--- src/rtl/sync_fifo_flags.sv ---
// rtl/sync_fifo_flags.sv - parametrised single-clock FIFO with occupancy flags
//
// Purpose:
//   Single-clock FIFO for producer/consumer stages that need occupancy
//   information. Supports any DEPTH >= 2 (not only powers of two), a
//   registered or first-word-fall-through read port, an occupancy count,
//   programmable almost-full/almost-empty thresholds, a synchronous flush
//   and sticky overflow/underflow error flags.
//
// Parameters:
//   DEPTH       number of entries (>= 2, any integer)
//   DATA_WIDTH  entry width in bits
//   FWFT        0 = registered read (1-cycle latency), 1 = first-word-fall-through
//   AF_THRESH   almost_full  when count >= AF_THRESH (1..DEPTH)
//   AE_THRESH   almost_empty when count <= AE_THRESH (0..DEPTH-1)
//
// Ports:
//   clk           system clock, all state on the rising edge
//   rst_n         asynchronous active-low reset
//   clr           synchronous flush, highest priority after reset
//   wren, i_data  write request and write data
//   rden          read request (FWFT=1: pop the head)
//   o_data        read data
//   o_valid       o_data is valid
//   full, empty   count == DEPTH, count == 0
//   almost_full   count >= AF_THRESH
//   almost_empty  count <= AE_THRESH
//   count         occupancy, $clog2(DEPTH+1) bits
//   overflow      sticky: a write was rejected
//   underflow     sticky: a read was rejected
`timescale 1ns/1ps

module sync_fifo_flags #(
  parameter int DEPTH      = 8,
  parameter int DATA_WIDTH = 8,
  parameter int FWFT       = 0,
  parameter int AF_THRESH  = DEPTH - 1,
  parameter int AE_THRESH  = 1,
  localparam int CNT_W     = $clog2(DEPTH + 1)
) (
  input  logic                  clk,
  input  logic                  rst_n,
  input  logic                  clr,
  input  logic                  wren,
  input  logic [DATA_WIDTH-1:0] i_data,
  input  logic                  rden,
  output logic [DATA_WIDTH-1:0] o_data,
  output logic                  o_valid,
  output logic                  full,
  output logic                  empty,
  output logic                  almost_full,
  output logic                  almost_empty,
  output logic [CNT_W-1:0]      count,
  output logic                  overflow,
  output logic                  underflow
);

  // Pointer width never drops below one bit.
  localparam int PTR_W = ($clog2(DEPTH) > 1) ? $clog2(DEPTH) : 1;

  localparam logic [PTR_W-1:0] PTR_LAST = PTR_W'(DEPTH - 1);
  localparam logic [CNT_W-1:0] CNT_FULL = CNT_W'(DEPTH);
  localparam logic [CNT_W-1:0] AF_LVL   = CNT_W'(AF_THRESH);
  localparam logic [CNT_W-1:0] AE_LVL   = CNT_W'(AE_THRESH);

  logic [DATA_WIDTH-1:0] mem [DEPTH];
  logic [PTR_W-1:0]      wr_ptr;
  logic [PTR_W-1:0]      rd_ptr;
  logic                  rd_ok;
  logic                  wr_ok;

  // Explicit wrap so non-power-of-two depths never index past the array.
  function automatic logic [PTR_W-1:0] ptr_next(input logic [PTR_W-1:0] p);
    return (p == PTR_LAST) ? '0 : p + 1'b1;
  endfunction

  // Status flags decode only from the registered count, never from pointers.
  assign empty        = (count == '0);
  assign full         = (count == CNT_FULL);
  assign almost_full  = (count >= AF_LVL);
  assign almost_empty = (count <= AE_LVL);

  // A read frees a slot in the same cycle, so a full FIFO still accepts a
  // write paired with a read. An empty FIFO cannot serve a paired read.
  assign rd_ok = rden & ~empty;
  assign wr_ok = wren & (~full | rd_ok);

  // Pointers, occupancy and sticky error flags.
  always_ff @(posedge clk or negedge rst_n) begin
    if (!rst_n) begin
      wr_ptr    <= '0;
      rd_ptr    <= '0;
      count     <= '0;
      overflow  <= 1'b0;
      underflow <= 1'b0;
    end else if (clr) begin
      // Flush drops any request issued in the same cycle without flagging it.
      wr_ptr    <= '0;
      rd_ptr    <= '0;
      count     <= '0;
      overflow  <= 1'b0;
      underflow <= 1'b0;
    end else begin
      if (wr_ok) begin
        wr_ptr <= ptr_next(wr_ptr);
      end
      if (rd_ok) begin
        rd_ptr <= ptr_next(rd_ptr);
      end
      if (wr_ok && !rd_ok) begin
        count <= count + 1'b1;
      end else if (rd_ok && !wr_ok) begin
        count <= count - 1'b1;
      end
      if (wren && !wr_ok) begin
        overflow <= 1'b1;
      end
      if (rden && empty) begin
        underflow <= 1'b1;
      end
    end
  end

  // Storage has no reset; stale contents are unreachable once pointers reset.
  always_ff @(posedge clk) begin
    if (rst_n && !clr && wr_ok) begin
      mem[wr_ptr] <= i_data;
    end
  end

  generate
    if (FWFT != 0) begin : g_fwft
      // Head of queue is presented directly from registered state; forced to
      // zero while empty so flush and reset also leave o_data at zero.
      assign o_data  = empty ? '0 : mem[rd_ptr];
      assign o_valid = ~empty;
    end else begin : g_reg
      logic [DATA_WIDTH-1:0] rd_data_q;
      logic                  rd_valid_q;

      // o_valid pulses for the single cycle after an accepted read; o_data
      // keeps the last word read until the next accepted read.
      always_ff @(posedge clk or negedge rst_n) begin
        if (!rst_n) begin
          rd_data_q  <= '0;
          rd_valid_q <= 1'b0;
        end else if (clr) begin
          rd_data_q  <= '0;
          rd_valid_q <= 1'b0;
        end else begin
          rd_valid_q <= rd_ok;
          if (rd_ok) begin
            rd_data_q <= mem[rd_ptr];
          end
        end
      end

      assign o_data  = rd_data_q;
      assign o_valid = rd_valid_q;
    end
  endgenerate

endmodule

--- config.mk ---
export PLATFORM = sky130hd
export DESIGN_NAME = sync_fifo_flags
export DESIGN_NICKNAME = d
export VERILOG_FILES = /design/src/rtl/sync_fifo_flags.sv
export SDC_FILE = /design/constraint.sdc
export NUM_CORES = 1
export LEC_CHECK = 0
export CAP_MARGIN = 10
export CORE_AREA = 2 2 80 82
export CTS_CLUSTER_SIZE = 14
export DETAILED_ROUTE_END_ITERATION = 8
export DIE_AREA = 0 0 82 84
export HOLD_SLACK_MARGIN = 0.12
export PLACE_DENSITY = 0.82
export SYNTH_ARGS = -nofsm -noshare
export SYNTH_HDL_FRONTEND = slang
export SYNTH_SLANG_ARGS = --single-unit
--- constraint.sdc ---
create_clock -name clk -period 5.94 [get_ports clk]
set_clock_uncertainty 0.1 [all_clocks]
set_input_delay 1.485 -clock clk [delete_from_list [all_inputs] [get_ports clk]]
set_output_delay 1.485 -clock clk [all_outputs]
set_load 0.01 [all_outputs]
==> flow_summary_export.csv, run 1 <==
group,metric,value,unit
run_status,status,"complete, no violations",
floorplanning,io_pins,32,
sta,hold_violations,0,
setup_path,critPathRequiredTime,5.81,ns
detailed_routing,routedWlPerCell,17.86,µm
sta,fin_crit_sh,0.6713,
placement,hpwl,4.257,mm
sta,setup_violations,0,
finish,fin_nets,282,
cts,cts_max_level,3,
logic_synthesis,async_reset_ff_frac,0.2471,
cts,clockRootBuffer,"clkbuf_8",
placement,placed_area,3923,µm²
cts,cts.clk_slew.worst_paths,0.08,ns
global_route,grt_max_degree,26,
sta,slew_violations,0,
logic_synthesis,synthCells,230,
setup_path,cp.arrival,3.86,ns
logic_synthesis,ys_ff_latch,85,
global_route,antenna_found_initial,0,
pwr,power.density,327.8,nW/µm²
logic_synthesis,synth_flop_cell,"edfxtp_1",
setup_path,r2r_slack,2.87,ns
logic_synthesis,yosysWarnings,0,
cts,post_cts_resized,0,
logic_synthesis,yosysSeqAreaShare,0.6861,
logic_synthesis,synth-edff-count,64,
global_route,grt_pass1_vias,1987,
setup_path,critical_path_class,"primary input to register",
detailed_routing,vias_per_cell,5.628,
finish,postLayoutCellArea,4103,µm²
sta,maxSlewHeadroom,0.2735,
cts,tritoncts,"done",
finish,antenna_cells,0,
setup_path,end_kind,"register",
floorplanning,fp.dieH,84,µm
job,maxCapViolCount,0,
finish,syn_to_final_growth,15.01,%
floorplanning,coreArea,6096,µm²
sta,tns,0,ns
sta,period_needed,3.988,ns
setup_path,start_kind,"primary input",
cts,post_cts_buffers,0,
cts,tritoncts.num_buffers,9,
sta,grt_setup_unrepaired,"no",
global_route,overflow,0,
floorplanning,num_rows,29,
pwr,total_power,1.345,mW
logic_synthesis,synth_most_common_cell,"edfxtp_1",
cts,clkSinkCount,85,
pwr,p_leak,1.473,nW
logic_synthesis,synth_cell_types,36,
detailed_routing,drt_iter0_drc,123,
finish,layout.core_utilization,0.6730,
min_path,hold_path.class,"register to register",
logic_synthesis,netlist_area,3567,µm²
sta,worst_pin_slew,1.081,ns
floorplanning,dieArea,6888,µm²
logic_synthesis,synth.area.top_cells,"edfxtp_1 (54%), dfrtp_1 (15%), mux2_2 (5.4%)",
detailed_routing,finalWirelength,6.143,mm
finish,drive_gt1_frac,0.1873,
setup_path,path_max_fanout,9,
cts,hold_buffers,0,
logic_synthesis,synth.largest_area_cell,"edfxtp_1",
logic_synthesis,synthesis.nets,250,
detailed_routing,drcViolationCount,0,
logic_synthesis,syn_area_per_cell,15.51,µm²
sta,hold_ws,0.3826,ns
detailed_routing,drt_first_pass_iters,4,
placement,place.gp.congestion,0.7990,
detailed_routing,ant_nets,0,
detailed_routing,vias,1936,
cts,clock_path_buffers,2,
logic_synthesis,synth_top_area_frac,0.5388,
sta,max_freq,0.2508,GHz
logic_synthesis,synthTopCellsByCount,"edfxtp_1 (64), nor2_1 (22), dfrtp_1 (21), mux2_2 (17), nand2_1 (14)",
global_route,grt_use_total,0.2036,
floorplanning,die_w,82,µm
pwr,ir_worst_vdd,216.0,µV
cts,clock_latency,0.35,ns
placement,numPortBuffers,31,
global_route,grt_pass1_wl,10.12,mm
floorplanning,start_util,0.5852,
state kept, by name, indices dropped and copies added (netlist names):
name and cells:
o_valid 1, underflow 1, rd_ptr 3, mem 64, overflow 1, wr_ptr 3
o_data 8, count 4
final timing paths:
| check | start | endpoint | cells past startpoint |
|---|---|---|---|
| max reg2reg | count[0] | mem[5][4] | 6 |
| max | rden | mem[5][4] | 5 |
| max in group asynchronous | rst_n | o_valid | 2 |
| min | o_data[5] | o_data[5] | 2 |
| min in group asynchronous | rst_n | wr_ptr[1] | 2 |
| min reg2reg | o_data[5] | o_data[5] | 2 |
placed cells by master (no fill, tap or decap), types with 2 or more instances in the layout:
cell type / Yosys / final
edfxtp_1: 64 / 64
nor3_1: 6 / 6
clkbuf_8: 0 / 9
o22ai_1: 8 / 8
inv_6: 0 / 3
or3_1: 2 / 2
clkinv_2: 0 / 2
a21oi_1: 6 / 6
o31ai_1: 8 / 8
nand2_1: 14 / 14
ha_1: 7 / 7
xor2_1: 2 / 2
or3b_2: 3 / 3
nor2b_1: 2 / 2
a22oi_1: 2 / 2
nand3_1: 3 / 3
nand2b_1: 3 / 3
buf_4: 0 / 2
mux2_2: 17 / 17
nor2_1: 22 / 22
inv_1: 5 / 5
clkdlybuf4s50_1: 0 / 31
nand3b_1: 3 / 3
dfrtp_1: 21 / 21
mux4_2: 8 / 8
worst max-delay path, stage by stage:
cell and delay, ns:
clkdlybuf4s50_1 0.65, nor4bb_1 0.12, nand2b_1 0.26, or3b_2 0.55, nor3_1 0.79
report_power, final:
part / switching, mW / internal (mW) / total, mW
combinational: 0.128 / 0.150 / 0.278
clock: 0.212 / 0.158 / 0.370
sequential: 0.0321 / 0.665 / 0.697
total: 0.372 / 0.973 / 1.34
metrics by stage:
stage               setup WS, ns  instances
floorplan                  2.402        230
global placement           1.726        328
detailed placement         1.605        328
CTS                        1.998        344
global route               1.776        344
finish                     1.952        344
metal layers:
layer	track usage	wire (µm)	vias up
met1	0.2972	2867	938
li1	-	-	933
met5	0	0	-
met3	0.02922	282	11
met4	0.09394	131	0
met2	0.3038	2862	54
cells by family after synthesis:
| logic type | after synthesis | share of synthesized area |
|---|---|---|
| adder cells (fa/ha/maj) | 7 | 0.02455 |
| AND/OR/NAND/NOR | 63 | 0.08909 |
| XOR/XNOR | 2 | 0.004911 |
| multiplexers | 28 | 0.1143 |
| buffers and inverters | 17 | 0.02385 |
| AO/OA/AOI/OAI | 28 | 0.05717 |
| flip-flops | 85 | 0.6861 |
area by class of cell:
type,instances,area [µm²]
inverters,5,18.77
multi-input cells,128,1035
flip-flops and latches,85,2447
clock buffers,9,123.9
well taps,77,96.34
clock inverters,7,56.30
fillers,451,1993
repair buffers,33,325.3
Power figures use the tool's default switching activity.
==> inputs of run 2 (changes only) <==
--- a/config.mk
+++ b/config.mk
@@ -6,12 +6,12 @@
 export NUM_CORES = 1
 export LEC_CHECK = 0
 export CAP_MARGIN = 10
-export CORE_AREA = 2 2 80 82
+export CORE_AREA = 2 2 87 89
 export CTS_CLUSTER_SIZE = 14
 export DETAILED_ROUTE_END_ITERATION = 8
-export DIE_AREA = 0 0 82 84
+export DIE_AREA = 0 0 89 91
 export HOLD_SLACK_MARGIN = 0.12
-export PLACE_DENSITY = 0.82
+export PLACE_DENSITY = 0.73
 export SYNTH_ARGS = -nofsm -noshare
 export SYNTH_HDL_FRONTEND = slang
 export SYNTH_SLANG_ARGS = --single-unit
==> constraint.sdc (replaced) <==
create_clock -name clk -period 3.24 [get_ports clk]
set_clock_uncertainty 0.1 [all_clocks]
set_input_delay 0.81 -clock clk [delete_from_list [all_inputs] [get_ports clk]]
set_output_delay 0.81 -clock clk [all_outputs]
set_load 0.01 [all_outputs]
==> flow_summary_export.csv, run 2 (synthesis gave the netlist of run 1 again) <==
group,metric,value,unit
sta,setup_violations,0,
placement,hpwl,4.436,mm
global_route,antenna_found_initial,0,
setup_path,timing.rr.start,"count[1]",
floorplanning,start_util,0.4998,
global_route,grt_use_total,0.1830,
placement,pre_cts_ws,0.3307,ns
finish,fin_cells,379,
sta,hold_violations,0,
setup_path,start_kind,"register",
pwr,power.density,618.2,nW/µm²
placement,numPortBuffers,31,
setup_path,path_max_fanout,7,
setup_path,critPathRequiredTime,2.33,ns
setup_path,end_kind,"output port",
detailed_routing,vias,2039,
cts,tritoncts.num_buffers,9,
sta,layout_setup_ws,0.1224,ns
finish,drive_gt1_frac,0.2321,
job,maxCapViolCount,0,
detailed_routing,ant_nets,0,
floorplanning,fp.dieH,91,µm
finish,postLayoutCellArea,4280,µm²
finish,fin_nets,295,
floorplanning,coreArea,7137,µm²
floorplanning,io_pins,32,
sta,tns,0,ns
cts,clkSinkCount,85,
sta,slew_violations,0,
finish,largest-register,"mem",
pwr,p_leak,1.555,nW
cts,clock_latency,0.34,ns
detailed_routing,vias_per_cell,5.380,
sta,hold_ws,0.3792,ns
finish,syn_to_final_growth,19.99,%
finish,final_common_cell,"edfxtp_1",
sta,worst_pin_slew,0.7497,ns
floorplanning,num_rows,31,
min_path,worstHoldPathCells,2,
setup_path,setup.worst_path.end,"empty",
detailed_routing,drcViolationCount,0,
sta,maxSlewHeadroom,0.5002,
sta,max_freq,0.3208,GHz
placement,place.gp.congestion,0.7701,
min_path,hold_path.class,"register to register",
cts,clockRootBuffer,"clkbuf_8",
sta,grt_setup_unrepaired,"no",
cts,clock_path_buffers,2,
cts,hold_buffers,0,
floorplanning,dieArea,8099,µm²
detailed_routing,drt_first_pass_iters,4,
setup_path,reg2reg_depth,7,
placement,placed_area,4048,µm²
pwr,total_power,2.646,mW
placement,dp_cells,363,
finish,layout.core_utilization,0.5998,
sta,period_needed,3.118,ns
global_route,grt_max_degree,19,
setup_path,critPathLaunch,"count[1]",
global_route,grt_pass1_vias,2062,
cts,tritoncts,"done",
cts,cts_max_level,3,
finish,final_cell_mix,"edfxtp_1 (64), clkdlybuf4s50_1 (31), nor2_1 (22), dfrtp_1 (20), mux2_2 (17)",
setup_path,r2r_slack,0.78,ns
finish,largest_register_ffs,64,
setup_path,reg2reg_to,"mem[5][5]",
setup_path,critical_path_class,"register to output port",
finish,antenna_cells,0,
sta,fin_crit_sh,0.9622,
min_path,hold_start,"o_data[1]",
floorplanning,die_w,89,µm
run_status,status,"complete, no violations",
pwr,ir_worst_vdd,324.4,µV
global_route,overflow,0,
cts,cts.clk_slew.worst_paths,0.09,ns
detailed_routing,drt_iter0_drc,171,
detailed_routing,routedWlPerCell,17.57,µm
detailed_routing,finalWirelength,6.658,mm
global_route,grt_pass1_wl,10.63,mm
setup_path,cp.arrival,2.21,ns
-- run 2: metal layers --
metal  GRT usage  vias up  part of all wire
met5           0        -                 0
met4     0.07711        0             0.012
met3     0.04091        5             0.035
met2      0.2854       38              0.51
met1      0.2476     1031              0.44
li1            -      965                 -
-- run 2: area by class of cell --
class | instances | area (µm²)
Inverter | 5 | 18.77
Clock buffer | 9 | 123.9
Clock inverter | 7 | 105.1
Fill cell | 572 | 2856
Tap cell | 99 | 123.9
Timing Repair Buffer | 46 | 422.9
Multi-Input combinational cell | 128 | 1037
Sequential cell | 85 | 2449
-- run 2: critical path, cell delays in order (launching register included) --
cell             delay (ns)
dfrtp_1                0.43
inv_1                  0.13
ha_1                   0.23
or3b_4                 0.44
inv_1                  0.09
clkdlybuf4s50_1        0.55
-- run 2: worst min-delay path by stage --
stage,end,slack (ns)
floorplan,count[0],0.41
global placement,o_data[4],0.36
detailed placement,o_data[1],0.37
CTS,o_data[1],0.39
global route,o_data[2],0.41
finish,o_data[1],0.38
-- run 2: power by group --
group	internal (mW)	leakage [nW]	switching, mW
Clock	0.446	0.112	0.388
Combinational	0.293	0.582	0.234
Sequential	1.22	0.860	0.0664
Total	1.96	1.55	0.688
-- run 2: timing repair --
action,in CTS,in global routing
setup endpoints to repair,0,1
buffers inserted,0,0
resized for setup,0,2
